[config.mk]
export PLATFORM = sky130hd
export DESIGN_NAME = twiddle_cmul
export DESIGN_NICKNAME = d
export VERILOG_FILES = /design/src/rtl/twiddle_cmul.sv
export SDC_FILE = /design/constraint.sdc
export NUM_CORES = 2
export LEC_CHECK = 0
export CAP_MARGIN = 20
export CELL_PAD_IN_SITES_DETAIL_PLACEMENT = 0
export CELL_PAD_IN_SITES_GLOBAL_PLACEMENT = 1
export CORE_ASPECT_RATIO = 0.75
export CORE_MARGIN = 5
export CORE_UTILIZATION = 55
export DETAILED_ROUTE_END_ITERATION = 16
export PLACE_DENSITY = 0.88
export SLEW_MARGIN = 25
export SYNTH_ARGS = -nofsm -noshare
export SYNTH_HDL_FRONTEND = slang
export SYNTH_SLANG_ARGS = --single-unit
[constraint.sdc]
create_clock -name clk -period 12 [get_ports clk]
set_clock_uncertainty 0.15 [all_clocks]
set_input_delay 2.4 -clock clk [delete_from_list [all_inputs] [get_ports clk]]
set_output_delay 2.4 -clock clk [all_outputs]
set_load 0.1 [all_outputs]
[src/rtl/twiddle_cmul.sv]
// twiddle_cmul: joins a sign-magnitude twiddle stream with a complex data
// stream and emits y = x * (c + j*s) through a 3-stage elastic pipeline.
// Result is rounded half up, shifted back to data scale and reduced to DW.
// Optional macro TWIDDLE_CMUL_SAT_EN: saturate on reduction to DW bits
// (default build wraps to the low DW bits). Latency is the same either way.
module twiddle_cmul #(
  parameter int DW         = 16,
  parameter int LAST_STAGE = 8,
  parameter int PARL       = 1,
  localparam int TW_W      = (LAST_STAGE < 5 ? 10 : LAST_STAGE + 5) + 1
) (
  input  logic                           clk,
  input  logic                           rst_n,
  input  logic                           tw_tvalid,
  output logic                           tw_tready,
  input  logic [PARL-1:0][TW_W-1:0]      tw_cos,
  input  logic [PARL-1:0]                tw_cos_sign,
  input  logic [PARL-1:0][TW_W-1:0]      tw_sin,
  input  logic [PARL-1:0]                tw_sin_sign,
  input  logic                           s_tvalid,
  output logic                           s_tready,
  input  logic signed [PARL-1:0][DW-1:0] s_re,
  input  logic signed [PARL-1:0][DW-1:0] s_im,
  output logic                           m_tvalid,
  input  logic                           m_tready,
  output logic signed [PARL-1:0][DW-1:0] m_re,
  output logic signed [PARL-1:0][DW-1:0] m_im
);
  localparam int CW = TW_W + 1;       // signed twiddle width
  localparam int PW = DW + TW_W + 1;  // single product width
  localparam int SW = PW + 1;         // sum/difference of two products
  localparam int SH = TW_W - 1;       // 1.0 = 2^SH
  localparam logic signed [SW-1:0] RND = SW'(2 ** (TW_W - 2));

  // Round half up, rescale, then bring back to DW bits.
  function automatic logic signed [DW-1:0] reduce(input logic signed [SW-1:0] sum);
`ifdef TWIDDLE_CMUL_SAT_EN
    logic signed [SW-1:0] q;
    logic signed [SW-1:0] q_max;
    logic signed [SW-1:0] q_min;
    q_max = SW'(2 ** (DW - 1) - 1);
    q_min = SW'(-(2 ** (DW - 1)));
    q = (sum + RND) >>> SH;
    if (q > q_max)
      reduce = DW'(q_max);
    else if (q < q_min)
      reduce = DW'(q_min);
    else
      reduce = DW'(q);
`else
    reduce = DW'((sum + RND) >>> SH);
`endif
  endfunction

  logic v1, v2, v3;
  logic rdy1, rdy2, rdy3;
  logic accept, ld2, ld3;

  // A stage can take new contents when empty or when it empties this cycle.
  assign rdy3 = !v3 || m_tready;
  assign rdy2 = !v2 || rdy3;
  assign rdy1 = !v1 || rdy2;
  assign ld2  = v1 && rdy2;
  assign ld3  = v2 && rdy3;

  // Each ready looks only at the other stream's valid, never its own.
  assign accept    = tw_tvalid && s_tvalid && rdy1;
  assign tw_tready = s_tvalid && rdy1;
  assign s_tready  = tw_tvalid && rdy1;
  assign m_tvalid  = v3;

  // Stage valid bits; bubbles collapse because every stage loads when empty.
  always_ff @(posedge clk or negedge rst_n) begin
    if (!rst_n) begin
      v1 <= 1'b0;
      v2 <= 1'b0;
      v3 <= 1'b0;
    end else begin
      if (rdy1) v1 <= accept;
      if (rdy2) v2 <= v1;
      if (rdy3) v3 <= v2;
    end
  end

  genvar g;
  generate
    for (g = 0; g < PARL; g++) begin : g_lane
      logic signed [CW-1:0] c_in, s_in;
      logic signed [CW-1:0] c1, s1;
      logic signed [DW-1:0] xr1, xi1;
      logic signed [PW-1:0] p_rc, p_is, p_rs, p_ic;
      logic signed [DW-1:0] re3, im3;

      assign c_in = tw_cos_sign[g] ? -$signed({1'b0, tw_cos[g]}) : $signed({1'b0, tw_cos[g]});
      assign s_in = tw_sin_sign[g] ? -$signed({1'b0, tw_sin[g]}) : $signed({1'b0, tw_sin[g]});

      // Lane datapath: operands, four partial products, combine and reduce.
      always_ff @(posedge clk or negedge rst_n) begin
        if (!rst_n) begin
          c1   <= '0;
          s1   <= '0;
          xr1  <= '0;
          xi1  <= '0;
          p_rc <= '0;
          p_is <= '0;
          p_rs <= '0;
          p_ic <= '0;
          re3  <= '0;
          im3  <= '0;
        end else begin
          if (accept) begin
            c1  <= c_in;
            s1  <= s_in;
            xr1 <= $signed(s_re[g]);
            xi1 <= $signed(s_im[g]);
          end
          if (ld2) begin
            p_rc <= PW'(xr1) * PW'(c1);
            p_is <= PW'(xi1) * PW'(s1);
            p_rs <= PW'(xr1) * PW'(s1);
            p_ic <= PW'(xi1) * PW'(c1);
          end
          if (ld3) begin
            re3 <= reduce(SW'(p_rc) - SW'(p_is));
            im3 <= reduce(SW'(p_rs) + SW'(p_ic));
          end
        end
      end

      assign m_re[g] = re3;
      assign m_im[g] = im3;
    end
  endgenerate

endmodule

==> results.yml <==
clock_tree:
  cts_tree: "yes"
  clockRootBuffer: "clkbuf_16"
  clkLatencyLatePin_ns: 0.63
  cts_setup_buffers: 0
  path_clk_slew_ns: 0.06
  cts_buffers: 27
  cts_buffer_depth: 3
  htree_levels: 1
  cts_sinks: 213
  holdBufCountCts: 0
  ctsResizeCount: 0
worst_hold_path:
  hold_depth: 2
  hp-class: "reg2reg"
global_route:
  grt_remaining_overflow: 0
  grt_max_degree: 105
  grt_usage_pct: 26.94
  grt_pass1_vias: 34130
  grt_first_pass_wirelength_mm: 188.0
  antenna_found_initial: 1
floorplan:
  initial_core_util_pct: 55.40
  rows: 91
  core_um2: 82090
  die_w_um: 342.0
  io_pins: 102
  die_h_um: 259.0
  dieArea_um2: 88600
placement:
  place_inst: 6051
  portBuffers: 101
  hpwl_mm: 88.08
  place.gp.congestion: 0.9111
drt:
  via_per_inst: 5.327
  dr.pass1.iters: 6
  wl_per_cell_um: 18.82
  ant_nets: 0
  vias: 32510
  detail_route.iter0.violations: 1925
  routed_wl_mm: 114.9
  route.detailed.drc: 0
layout:
  stdcell_count: 6103
  layout.cells.most_common: "inv_1"
  drive_gt1_share_pct: 3.831
  syn_to_final_growth_pct: 6.845
  finalCoreUtilization_pct: 59.19
  mostFrequentLayoutCells: "inv_1, fa_1, nand2_1"
  nets: 6347
synthesis:
  synth_area_leaders: "fa_1, dfrtp_1, ha_1"
  synth_area_um2: 45480
  seq_area_frac_synth_pct: 11.72
  ys.warnings.count: 0
  avgSynthCellArea_um2: 9.108
  synth_edf_count: 0
  synth_ff_type: "dfrtp_1"
  synth_top_area_cell: "fa_1"
  async_reset_ff_share_pct: 100.0
  synth_cells: 4993
  synth-seq-cells: 213
  synth_top_area_share_pct: 39.27
  yosysUniqueCellTypes: 70
  synthesis.nets: 6376
sta:
  min_period_over_period_pct: 64.85
  hold_viol: 0
  slew_viol_final: 0
  fin_crit_ns: 7.782
  fmax_ghz: 0.1285
  setup_violations: 0
  setup_tns_ns: 0
  whs_ns: 0.3214
  worstMarginPinSlew_ns: 1.039
  rsz0062_at_grt: "no"
  max_slew_margin_pct: 30.49
setup_path:
  reg2regPathDepth: 24
  path_class: "in2out"
  critPathArrivalTime_ns: 5.23
  slowest_delay_ns: 0.98
  crit_path_start_kind: "input port"
  crit_top_cell: "clkdlybuf4s50_1"
  cp_slowest_cell: "clkdlybuf4s50_1"
  cp-end-kind: "output port"
  crit_path_cell_trace: "clkdlybuf4s50_1 -> nor2b_1 -> nand3_1 -> and2_1 -> clkdlybuf4s50_1"
  critPathMaxFanout: 5
  required_ns: 9.45
run_status:
  outcome: "complete, no violations"
run:
  maxCapViolations: 0
## registers in the layout, indices dropped and copies added, names as in the netlist, 15 cells and up
signal and count:
g_lane.p_ic 29, g_lane.p_is 29, g_lane.p_rc 29, g_lane.p_rs 29
g_lane.xi1 16, g_lane.xr1 16, m_im 16, m_re 16
g_lane.c1 15, g_lane.s1 15
## synthesized netlist by cell type (3+ instances only)
| cell type | number |
|---|---|
| a211o_1 | 7 |
| a211oi_1 | 15 |
| a21boi_0 | 3 |
| a21boi_1 | 3 |
| a21o_1 | 37 |
| a21oi_1 | 87 |
| a311oi_1 | 3 |
| a31oi_1 | 8 |
| a41oi_1 | 6 |
| and2_1 | 446 |
| and3_1 | 11 |
| buf_1 | 9 |
| clkbuf_1 | 221 |
| dfrtp_1 | 213 |
| fa_1 | 892 |
| ha_1 | 424 |
| inv_1 | 1146 |
| mux2_2 | 53 |
| mux2i_1 | 4 |
| nand2_1 | 680 |
| nand2b_1 | 39 |
| nand3_1 | 24 |
| nand4_1 | 6 |
| nor2_1 | 105 |
| nor2b_1 | 8 |
| nor3_1 | 16 |
| nor3b_1 | 4 |
| nor4_1 | 3 |
| o2111ai_1 | 3 |
| o211ai_1 | 10 |
| o21a_1 | 25 |
| o21ai_0 | 130 |
| o21ai_1 | 64 |
| o21bai_1 | 10 |
| o22ai_1 | 4 |
| o31a_1 | 3 |
| o31ai_1 | 24 |
| o41ai_1 | 3 |
| or2_2 | 3 |
| or3_1 | 17 |
| or4_1 | 4 |
| xnor2_1 | 105 |
| xor2_1 | 82 |
## final timing paths
kind,to,startpoint,slack [ns]
min in group asynchronous,m_im[6],rst_n,1.62
hold / removal,m_im[7],m_im[7],0.32
setup reg to reg,g_lane[0].p_rc[28],g_lane[0].xr1[6],4.65
setup / recovery,s_tready,m_tready,4.22
hold reg to reg,m_im[7],m_im[7],0.32
max in group asynchronous,g_lane[0].c1[13],rst_n,8.62
## stage by stage
stage,cell area (um^2),setup WS [ns]
6_report,48590,4.218
5_1_grt,48590,4.303
4_1_cts,48580,4.387
3_5_place_dp,47580,4.400
3_3_place_gp,47580,4.400
2_1_floorplan,45480,5.614
## cell type report
cell class / instances / area (um^2)
Multi-Input combinational cell: 3404 / 35000
Tap cell: 1116 / 1396
Sequential cell: 213 / 5336
Timing Repair Buffer: 172 / 1553
Inverter: 1146 / 4302
Antenna cell: 2 / 5.005
Clock inverter: 15 / 262.8
Fill cell: 7228 / 33500
Clock buffer: 35 / 735.7
## metal layers
metal	global-route usage (%)	up-vias	wire, um
met1	38.00	16430	48960
met4	8.180	0	4506
met5	0	-	0
met2	42.09	1027	51790
li1	-	14860	-
met3	5.999	187	9601
## critical path, delay by kind of cell
family | cells | cell delay, ns
buffers and inverters | 2 | 1.39
and+or+nand+nor | 3 | 1.42
## logic make-up after synthesis
kind of cell | share of synthesized area [%]
buf+inv | 11.36
simple gates | 14.50
fa+ha+maj | 50.93
compound gates | 6.493
flops | 11.72
xor+xnor | 3.601
mux | 1.400
Power is left out: the tool's default activity adds up to more than one toggle a clock period on the data nets, which glitch-free logic cannot reach.
